`src/rtl/tmon_pkg.sv`:
```
// tmon_pkg: shared operation codes, status bit positions and reset constants
// for the temp_monitor subsystem.
package tmon_pkg;

    typedef logic bool_t;

    typedef enum logic [2:0] {
        NOOP        = 3'd0,
        READ_TEMP   = 3'd1,
        READ_MAX    = 3'd2,
        READ_MIN    = 3'd3,
        SET_HI      = 3'd4,
        SET_LO      = 3'd5,
        READ_STATUS = 3'd6,
        CLEAR       = 3'd7
    } TMON_OP;

    localparam int unsigned STAT_HI    = 0;
    localparam int unsigned STAT_LO    = 1;
    localparam int unsigned STAT_VALID = 2;

    localparam logic [7:0] THRESH_HI_RST = 8'd80;
    localparam logic [7:0] THRESH_LO_RST = 8'd10;

endpackage

```
`src/rtl/temp_sensor.sv`:
```
// temp_sensor: behavioural sensor, a sample-tick divider plus a +/-1
// triangle sweep between TEMP_MIN and TEMP_MAX.
module temp_sensor #(
    parameter int unsigned TICK_DIV  = 4,
    parameter logic [7:0]  TEMP_INIT = 8'd25,
    parameter logic [7:0]  TEMP_MIN  = 8'd0,
    parameter logic [7:0]  TEMP_MAX  = 8'd100
) (
    input  logic       clock,
    input  logic       reset_n,
    output logic       tick,
    output logic [7:0] temp
);

    localparam int unsigned CW = (TICK_DIV > 1) ? $clog2(TICK_DIV) : 1;

    logic [CW-1:0] count;
    logic          up;

    assign tick = (count == CW'(TICK_DIV - 1));

    always_ff @(posedge clock) begin
        if (!reset_n) begin
            count <= '0;
            temp  <= TEMP_INIT;
            up    <= 1'b1;
        end else begin
            if (tick) count <= '0;
            else      count <= count + 1'b1;

            // Direction flips on the step after a bound is reached, giving 99,100,99.
            if (tick) begin
                if (up) begin
                    if (temp >= TEMP_MAX) begin
                        temp <= temp - 8'd1;
                        up   <= 1'b0;
                    end else begin
                        temp <= temp + 8'd1;
                    end
                end else begin
                    if (temp <= TEMP_MIN) begin
                        temp <= temp + 8'd1;
                        up   <= 1'b1;
                    end else begin
                        temp <= temp - 8'd1;
                    end
                end
            end
        end
    end

endmodule

```
`src/rtl/temp_monitor.sv`:
```
// temp_monitor: sensor, statistics register slave and request-driven master
// joined by a single-outstanding internal bus. Optional TMON_DEBUG_MON_EN monitor.
module temp_monitor
    import tmon_pkg::*;
#(
    parameter int unsigned TICK_DIV  = 4,
    parameter logic [7:0]  TEMP_INIT = 8'd25,
    parameter logic [7:0]  TEMP_MIN  = 8'd0,
    parameter logic [7:0]  TEMP_MAX  = 8'd100
) (
    input  logic       Clock,
    input  logic       Reset,
    input  logic [2:0] request,
    input  logic [7:0] reqData,
    output logic       Done,
    output logic [7:0] respData,
    output logic       alarm,
    output logic       tick,
    output logic [7:0] temp
);

    typedef enum logic [1:0] {ST_IDLE, ST_ISSUE, ST_WAIT, ST_DONE} mst_state_e;

    mst_state_e state, state_next;
    TMON_OP     req_op, op_q;
    logic [7:0] wdata_q;

    bool_t      bus_valid, bus_ack;
    TMON_OP     bus_op;
    logic [7:0] bus_wdata, bus_rdata;

    logic [7:0] sample, max_q, min_q, thresh_hi, thresh_lo, status;
    bool_t      valid, hi_flag, lo_flag;

    temp_sensor #(
        .TICK_DIV (TICK_DIV),
        .TEMP_INIT(TEMP_INIT),
        .TEMP_MIN (TEMP_MIN),
        .TEMP_MAX (TEMP_MAX)
    ) u_sensor (
        .clock  (Clock),
        .reset_n(Reset),
        .tick   (tick),
        .temp   (temp)
    );

    assign req_op    = TMON_OP'(request);
    assign bus_op    = op_q;
    assign bus_wdata = wdata_q;
    assign alarm     = hi_flag | lo_flag;

    always_ff @(posedge Clock) begin
        if (!Reset) begin
            state    <= ST_IDLE;
            op_q     <= NOOP;
            wdata_q  <= '0;
            Done     <= 1'b0;
            respData <= '0;
        end else begin
            state <= state_next;
            if (state == ST_IDLE && req_op != NOOP) begin
                op_q    <= req_op;
                wdata_q <= reqData;
            end
            // Registered completion keeps Done three edges after the request edge.
            Done <= (state == ST_DONE);
            if (state == ST_DONE) respData <= bus_rdata;
        end
    end

    always_comb begin
        state_next = state;
        bus_valid  = 1'b0;
        case (state)
            ST_IDLE:  if (req_op != NOOP) state_next = ST_ISSUE;
            ST_ISSUE: begin
                bus_valid  = 1'b1;
                state_next = ST_WAIT;
            end
            ST_WAIT:  if (bus_ack) state_next = ST_DONE;
            ST_DONE:  state_next = ST_IDLE;
            default:  state_next = ST_IDLE;
        endcase
    end

    always_comb begin
        status             = '0;
        status[STAT_HI]    = hi_flag;
        status[STAT_LO]    = lo_flag;
        status[STAT_VALID] = valid;
    end

    // Op effects are written after the tick update so they win on a shared edge,
    // while reads and threshold compares still see pre-edge register values.
    always_ff @(posedge Clock) begin
        if (!Reset) begin
            sample    <= '0;
            max_q     <= 8'h00;
            min_q     <= 8'hFF;
            valid     <= 1'b0;
            hi_flag   <= 1'b0;
            lo_flag   <= 1'b0;
            thresh_hi <= THRESH_HI_RST;
            thresh_lo <= THRESH_LO_RST;
            bus_ack   <= 1'b0;
            bus_rdata <= '0;
        end else begin
            bus_ack <= bus_valid;
            if (tick) begin
                sample <= temp;
                valid  <= 1'b1;
                if (temp > max_q)     max_q   <= temp;
                if (temp < min_q)     min_q   <= temp;
                if (temp > thresh_hi) hi_flag <= 1'b1;
                if (temp < thresh_lo) lo_flag <= 1'b1;
            end
            if (bus_valid) begin
                case (bus_op)
                    READ_TEMP:   bus_rdata <= sample;
                    READ_MAX:    bus_rdata <= max_q;
                    READ_MIN:    bus_rdata <= min_q;
                    SET_HI: begin
                        thresh_hi <= bus_wdata;
                        bus_rdata <= bus_wdata;
                    end
                    SET_LO: begin
                        thresh_lo <= bus_wdata;
                        bus_rdata <= bus_wdata;
                    end
                    READ_STATUS: bus_rdata <= status;
                    CLEAR: begin
                        hi_flag   <= 1'b0;
                        lo_flag   <= 1'b0;
                        max_q     <= tick ? temp : sample;
                        min_q     <= tick ? temp : sample;
                        bus_rdata <= 8'h00;
                    end
                    default: ;
                endcase
            end
        end
    end

`ifdef TMON_DEBUG_MON_EN
    always @(posedge Clock) begin
        if (Reset && Done) $display("[tmon] op=%s operand=%02h resp=%02h", op_q.name(), wdata_q, respData);
        if (Reset && tick) $display("[tmon] sample=%0d", temp);
    end
`endif

endmodule

```
`config.mk`:
```
export PLATFORM = sky130hd
export DESIGN_NAME = temp_monitor
export DESIGN_NICKNAME = d
export VERILOG_FILES = /design/src/rtl/tmon_pkg.sv /design/src/rtl/temp_sensor.sv /design/src/rtl/temp_monitor.sv
export SDC_FILE = /design/constraint.sdc
export NUM_CORES = 1
export LEC_CHECK = 0
export CORE_ASPECT_RATIO = 1.25
export CORE_MARGIN = 2
export CORE_UTILIZATION = 50
export DETAILED_ROUTE_END_ITERATION = 8
export GPL_TIMING_DRIVEN = 0
export PLACE_DENSITY = 0.66
export SLEW_MARGIN = 10
export SYNTH_ARGS = -nofsm -noshare
export SYNTH_HDL_FRONTEND = slang
export SYNTH_HIERARCHICAL = 1
export SYNTH_SLANG_ARGS = --single-unit
```
`constraint.sdc`:
```
create_clock -name Clock -period 2.55 [get_ports Clock]
set_clock_uncertainty 0.05 [all_clocks]
set_input_delay 0.3825 -clock Clock [delete_from_list [all_inputs] [get_ports Clock]]
set_output_delay 0.3825 -clock Clock [all_outputs]
set_load 0.05 [all_outputs]
```
# Word-level counts from Yosys, hierarchy flattened

Index checks and enable logic that the tools add are counted.

Add/subtract/negate cells: 3
Multiply operators: 0
Div/mod/pow operators: 0
$lt $le $gt $ge: 6
Equality and inequality tests: 13
Shifts and indexed selects: 0
Mux-type cells: 28
Bitwise logic cells: 2
Reductions and logical operators: 10

Operators by type and width:

| operator                                                                | count |
|---|---|
| 8-bit 2-to-1 mux                                                        | 12 |
| 8-bit case mux with 6 select lines                                      | 1 |
| 8-bit > comparator                                                      | 2 |
| 8-bit < comparator                                                      | 2 |
| 3-bit == test, second input constant                                    | 4 |
| 1-bit 2-to-1 mux                                                        | 12 |
| 8-bit by 1-bit adder with 8-bit output, second input constant           | 1 |
| 8-bit by 7-bit >= comparator with 1-bit output, second input constant   | 1 |
| 8-bit by 1-bit <= comparator with 1-bit output, second input constant   | 1 |
| 2-bit case mux with 4 select lines                                      | 1 |
| 2-bit AND reduction                                                     | 4 |
| 8-bit by 1-bit subtractor with 8-bit output, second input constant      | 1 |
| 2-bit == test, second input constant                                    | 3 |
| 3-bit by 2-bit == test with 1-bit output, second input constant         | 2 |
| 6-bit nonzero test                                                      | 1 |
| 2-bit 2-to-1 mux                                                        | 2 |
| 2-bit OR reduction                                                      | 2 |
| 3-bit by 1-bit == test with 1-bit output, second input constant         | 1 |
| 3-bit nonzero test                                                      | 1 |
| 2-bit by 1-bit adder with 2-bit output, second input constant           | 1 |
| 2-bit by 1-bit == test with 1-bit output, second input constant         | 1 |
| 2-bit logical NOT                                                       | 1 |
| 2-bit by 1-bit inequality test with 1-bit output, second input constant | 1 |
| 2-bit inequality test, second input constant                            | 1 |
| other kinds (3)                                                         | 3 |

Bits in registers: 85
Bits in latches: 0
Bits in writable memories: 0
Bits in read-only memories: 0
Output and inout bits: 19
Memories: 0

# Logic depth before layout (Yosys ltp)

Gate-level depths: netlist of run 1.

Word-level depth: 5
Mapped depth: 8

# Modules after synthesis

The synthesis of run 1 kept the hierarchy.

Modules (own cells, without submodules):

| module       | instances | cells each | area an instance (µm²) |
|---|---|---|---|
| temp_monitor | 1         | 449        | 4136.5 |
| temp_sensor  | 1         | 81         | 653.1 |

# Worst setup path before layout of run 1

Ideal clock, no wire load.

Kind: register to register
Start: register u_sensor.count[0]
End: register u_sensor.temp[7]
Arrival: 2306 ps
Required time: 2434 ps
Setup slack: 128 ps
Cell stages (with the launch flop): 8
Cell sequence: dfxtp_1 ha_1 clkbuf_1 nand2b_1 or3_1 or3_1 or3_1 a21oi_2

Cells in the longest elaborated chain, start to end: 1

RTL lines:

| what                   | line               | RTL |
|---|---|---|
| from (decl)            | temp_sensor.sv:17  | `logic [CW-1:0] count;` |
| from (signal assigned) | temp_sensor.sv:29  | `else count <= count + 1'b1;` |
| 2-bit == test          | temp_sensor.sv:20  | `assign tick = (count == CW'(TICK_DIV - 1));` |
| named net tick         | temp_monitor.sv:18 | `output logic tick,` |
| to (signal assigned)   | temp_sensor.sv:35  | `temp <= temp - 8'd1;` |
| to (signal assigned)   | temp_sensor.sv:38  | `temp <= temp + 8'd1;` |
| to (signal assigned)   | temp_sensor.sv:42  | `temp <= temp + 8'd1;` |
| to (decl)              | temp_sensor.sv:12  | `output logic [7:0] temp` |

The timed path passes the listed nets, and every way through them passes these cells.
A chain may end at the register's enable or synchronous reset.

# Worst setup path in the final report of run 1

Start: register u_sensor.count[0]
End: register u_sensor.temp[7]

Cells in the longest elaborated chain, start to end: 1

RTL lines:

| what          | line |
|---|---|
| 2-bit == test | temp_sensor.sv:20 |

No other way between the ends.

==> metrics.txt, run 1 <==
pre-CTS worst setup slack -122 ps; DRT Pass-1 Iters 5; R2R setup slack 120 ps; initial antenna violation count 0; sequential power share 40.0%; DRC Markers 0; worst hold start u_sensor/count[0]; final-report setup violation count 0; total of max-cap violations 0; die area 10,400 um2; Slew HR 46.2%; CP Buf/Inv Count 1; most used cell, CP or3_1; Final period util between 90% and 100%; Max IR drop VDD 299 uV; Worst-Margin Slew 800 ps; HP Class reg2reg; crit-path cells ha_1 -> clkbuf_2 -> nand2b_1 -> or3_1 -> or3_1 -> or3_1 -> a21oi_2; Inserted Diodes 0; worst r2r path cells 7; layout cell share with drive strength beyond 1 under 10%; Post-DRT Antenna Nets 0; die height between 100 and 150 um; Top delay family on crit path simple AND/OR/NAND/NOR gates; clock power share about two fifths; Synth-to-Final Area Change 17.0%; # nets final 623; DR vias between 3,000 and 4,000; # IOs 32; Comb power frac between 20% and 30%; Crit Path Class reg2reg; achievable frequency 412 MHz; Critical Path End Type flop; Arrival @ worst endpoint approximately 2700 ps; Port Buffers 31; Starting Density 51.9%; Skew-Pair Late Insertion Delay 340 ps; most frequent cells in the layout dfxtp_1 (84), nand2_1 (55), mux2i_1 (40), inv_1 (39), ha_1 (38); vias per cell 5.66; Total GRT Usage about a quarter; final hold viol count 0; slowest stage delay, CP 410 ps; Final min period 2430 ps; reg2reg start u_sensor/count[0]; fraction of registers with async set/reset 0%; CP max stage cell ha_1; Startpoint Class flop; overall routed net length 12.0 mm; CTS H-tree lvls 3; Reg clk slew, reported paths 60 ps; final setup TNS 0 ps; Mapped Area 4790 um2; width of the die 91.5 um; clock root cell clkbuf_16; Layout Utilization 60.8%; hold path endpoint u_sensor/count[0]; CTS tree done; top_reg_cell synth dfxtp_1; TritonCTS buffer count 9; Worst Slack Setup Final 120 ps; Mapped Cells 530; Final GP Congestion between 0.9 and 1; drt wl/cell 17.1 um; DP Cell Count 684; CTS Buffer Depth 2; switching share of power 29.1%; status finished clean; final hold slack 391 ps; Syn Nets just under 600; first-pass GRT wire length 19.7 mm; final max-slew violation count 0; number of global-route vias before repair 3,918; Post-DP HPWL ~8.9 mm; Data required, critical path between 2000 and 3000 ps; Rows 39; CTS sink cnt 85; Leak approximately 2.2 nW; EDFF count, synth 0; syn avg cell area 9.04 um2; critical path depth 7; Core Area 9220 um2; hold path depth 1; DR iter-0 viols 200; register area share after synthesis 35.5%; critical-path maximum fanout 9; RR Endpoint u_sensor/temp[7]; RSZ-0062 raised after global routing no; total grt overflow 0; Yosys cell types 58; flops & latches, synth between 80 and 90; Pwr Density 706 nW/um2; Hold Buf Count CTS 0; most common cell after layout, fill and taps aside dfxtp_1; NetSw 0.00115 W; largest net degree at the start of global routing 17; non-filler cells, final 700; internal power 0.00281 W; warnings from Yosys 6
[per-layer routing]
layer | up-vias | global-route usage [%] | part of all wire, %
li1 | 1970 | - | -
met1 | 1856 | 29.6 | 46
met2 | 105 | 40.2 | 47
met3 | 30 | 3.50 | 4.2
met4 | 0 | 11.4 | 3.6
met5 | - | 0 | 0
[sequential cells by signal (all words and copies together) (netlist names)]
register,cells
u_sensor/count,2
valid,1
max_q,8
min_q,8
respData,8
hi_flag,1
u_sensor/up,1
bus_ack,1
bus_op,3
thresh_hi,8
bus_rdata,8
lo_flag,1
thresh_lo,8
Done,1
bus_wdata,8
u_sensor/temp,8
state,2
sample,8
[cell families (layout without fill, tap and decap cells)]
| logic type | Yosys count | count (layout) | share of synthesized area [%] |
|---|---|---|---|
| xor gates and xnor gates | 4 | 4 | 0.732 |
| AOI/OAI and AO/OA | 111 | 111 | 17.6 |
| DFF | 85 | 85 | 35.5 |
| adders and majority gates | 38 | 38 | 9.93 |
| buffers and inverters | 69 | 116 | 6.58 |
| muxes | 40 | 40 | 8.36 |
| and+or+nand+nor | 183 | 183 | 21.3 |
[worst max path at each step]
stage	slack, ps	start	to
5_1_grt	40	Reset	thresh_lo[1]
3_3_place_gp	-90	Reset	state[0]
3_5_place_dp	-120	Reset	state[0]
2_1_floorplan	130	u_sensor/count[0]	u_sensor/temp[7]
6_report	120	u_sensor/count[0]	u_sensor/temp[7]
4_1_cts	20	u_sensor/count[0]	u_sensor/temp[7]
[layout make-up]
type	instances	area, um2
clock inverters	7	123
repair buffers	31	310
inverters	39	146
flip-flops and latches	85	1700
well taps	123	154
clock buffers	9	225
multi-input cells	376	2770
plain buffers	30	170
fillers	825	3620
[timing repair]
item | 4_1_cts | 5_1_grt
setup buffers | 0 | 0
endpoints found under the setup margin | 0 | 9
gates resized for setup | 0 | 3
[power groups by stage]
| stage | clock network (W) | registers (W) | logic (W) |
|---|---|---|---|
| finish | 0.00151 | 0.00158 | 0.000863 |
| CTS | 0.00153 | 0.00159 | 0.000865 |
| detailed placement | 0 | 0.00161 | 0.000862 |
| floorplan | 0 | 0.00158 | 0.000651 |
| global route | 0.00158 | 0.00160 | 0.000950 |
| global placement | 0 | 0.00161 | 0.000845 |
[metrics by stage]
step | area, um2 | power (W)
after global placement | 5250 | 0.00246
after global routing | 5600 | 0.00413
after CTS | 5600 | 0.00398
after detailed placement | 5250 | 0.00248
after floorplan | 4790 | 0.00223
final | 5600 | 0.00396
[cell usage after synthesis, drive strengths merged (2+ instances only)]
cell / n / area (um2)
o21a: 3 / 22.5
and4b: 2 / 20.0
a211oi: 10 / 75.1
nor3: 5 / 30.0
and3: 10 / 70.1
a21boi: 14 / 105
a211o: 4 / 35.0
nand4b: 6 / 52.6
clkbuf: 13 / 48.8
o22ai: 7 / 43.8
nand2: 55 / 206
o2111ai: 2 / 17.5
or3: 5 / 36.3
nand2b: 11 / 76.3
nand3: 19 / 108
nor2b: 37 / 231
a21oi: 26 / 160
nor2: 13 / 48.8
dfxtp: 85 / 1700
a21o: 4 / 30.0
a22oi: 3 / 22.5
and2: 3 / 18.8
buf: 17 / 120
ha: 38 / 475
mux2i: 40 / 400
nand4: 9 / 56.3
or2: 2 / 12.5
inv: 39 / 146
o21ai: 6 / 30.0
or2b: 2 / 15.0
o211a: 11 / 110
xnor2: 3 / 26.3
o311a: 7 / 70.1
o211ai: 5 / 37.5
Note: power is estimated with default switching activity, not from simulation.
==> run 2: changes to the inputs <==
--- a/config.mk
+++ b/config.mk
@@ -10,7 +10,7 @@
 export CORE_UTILIZATION = 50
 export DETAILED_ROUTE_END_ITERATION = 8
 export GPL_TIMING_DRIVEN = 0
-export PLACE_DENSITY = 0.66
+export PLACE_DENSITY = 0.7
 export SLEW_MARGIN = 10
 export SYNTH_ARGS = -nofsm -noshare
 export SYNTH_HDL_FRONTEND = slang
==> metrics.txt, run 2 (synthesis results as in run 1) <==
Rows 39 (unchanged); final max-slew violation count 0 (unchanged); Critical Path End Type output port; CP Buf/Inv Count 1 (unchanged); # IOs 32 (unchanged); overall routed net length 11.8 mm (-1.2%); Port Buffers 31 (unchanged); Final min period 2440 ps (+7.77 ps); Slew HR 49.0% (+2.8 points); Pwr Density 692 nW/um2 (-2.1%); crit-path cells ha_1 -> clkdlybuf4s50_1; Post-DRT Antenna Nets 0 (unchanged); initial antenna violation count 0 (unchanged); final setup TNS 0 ps (unchanged); Final GP Congestion 0.924 (+2.0%); Worst Slack Setup Final 113 ps (-7.77 ps); Synth-to-Final Area Change 16.5%; final-report setup violation count 0 (unchanged); most common cell after layout, fill and taps aside dfxtp_1; die area 10,400 um2 (unchanged); CTS tree done; Leak 2.23 nW (-0.46%); largest net degree at the start of global routing 17 (unchanged); final hold slack 385 ps (-5.91 ps); Crit Path Class reg2out; Core Area 9220 um2 (unchanged); TritonCTS buffer count 9 (unchanged); final hold viol count 0 (unchanged); Final period util 95.6% (+0.30 points); Top delay family on crit path buffers and inverters; number of global-route vias before repair 3,958 (+1.0%); post-CTS setup buffer count 0 (unchanged); layout cell share with drive strength beyond 1 9.01% (unchanged); CTS Buffer Depth 2 (unchanged); achievable frequency 410 MHz (-0.32%); slowest stage delay, CP 890 ps (+480 ps); HP Class reg2reg; die height 113 um (unchanged); CP max stage cell clkdlybuf4s50_1; most frequent cells in the layout dfxtp_1 (84), nand2_1 (55), mux2i_1 (40), inv_1 (39), ha_1 (38); width of the die 91.5 um (unchanged); DRC Markers 0 (unchanged); total grt overflow 0 (unchanged); global-route met3 utilization 3.57% (+0.066 points); DR iter-0 viols 195 (-2.5%); Post-DP HPWL 8.70 mm (-1.9%); Startpoint Class flop; clock root cell clkbuf_16; DR vias 3,980 (+0.48%); CTS resizes 0 (unchanged); CTS H-tree lvls 3 (unchanged); DRT Pass-1 Iters 4 (-1); Total GRT Usage 24.1% (+0.32 points); Starting Density 51.9% (unchanged); GR Layer Usage met1 31.6% (+2.0 points); # nets final 623 (unchanged); GRT Max-Usage Layer met2; Layout Utilization 60.5% (-0.27 points); critical-path maximum fanout 6 (-3); Skew-Pair Late Insertion Delay 340 ps (about the same); status finished clean; Inserted Diodes 0 (unchanged); CTS sink cnt 85 (unchanged); RSZ-0062 raised after global routing no; vias per cell 5.69 (+0.48%); Data required, critical path 2120 ps (-660 ps); Arrival @ worst endpoint 2000 ps (-660 ps); Worst-Margin Slew 758 ps (-42.1 ps); total of max-cap violations 0 (unchanged); pre-CTS worst setup slack -40.5 ps (+81.2 ps); Hold Buf Count CTS 0 (unchanged); Reg clk slew, reported paths 60 ps (about the same); first-pass GRT wire length 19.9 mm (+0.77%); met2 Usage GRT 39.4% (-0.78 points); drt wl/cell 16.9 um (-1.2%); Max IR drop VDD 368 uV (+23%)
## run 2: cell count changes in the layout (fill, tap and decap cells not counted)
cell,change
bufinv_16,-1
clkinv_2,+1
## run 2: path summary, 6_finish.rpt
path                            slack [ps]  cells after the start              start                 to
worst max-delay path                   110                      2  u_sensor/count[0]               tick
worst min-delay path                   390                      1  u_sensor/count[0]  u_sensor/count[0]
worst max register to register         130                      7  u_sensor/count[0]   u_sensor/temp[7]
worst min register to register         390                      1  u_sensor/count[0]  u_sensor/count[0]
## run 2: cell type report
type,instances,area [um2]
repair buffers,31,310
clock inverters,7,97.6
well taps,123,154
clock buffers,9,225
inverters,39,146
flip-flops and latches,85,1700
fillers,806,3640
plain buffers,30,170
multi-input cells,376,2770
## run 2: power by group
part / internal (W) / switching, W
Clock: 0.000861 / 0.000557
Sequential: 0.00146 / 0.000124
Combinational: 0.000386 / 0.000471
Total: 0.00271 / 0.00115
## run 2: stage by stage
step	cell area [um2]	power, W	instances
finish	5580	0.00386	700
global placement	5250	0.00245	684
floorplan	4790	0.00223	530
CTS	5580	0.00388	700
detailed placement	5250	0.00247	684
global route	5580	0.00405	700
## run 2: worst register-to-register path, stage by stage, from the launching register on
cell and delay [ps]:
dfxtp_1 340, ha_1 430, clkbuf_2 300, nand2b_1 120, or3_1 330, or3_1 330, or3_1 330, a21oi_2 130
## run 2: metal layers
metal  part of all wire (%)  wire length (um)
met1                     45              5380
met2                     48              5660
met3                    4.0               478
met4                    2.7               316
met5                      0                 0
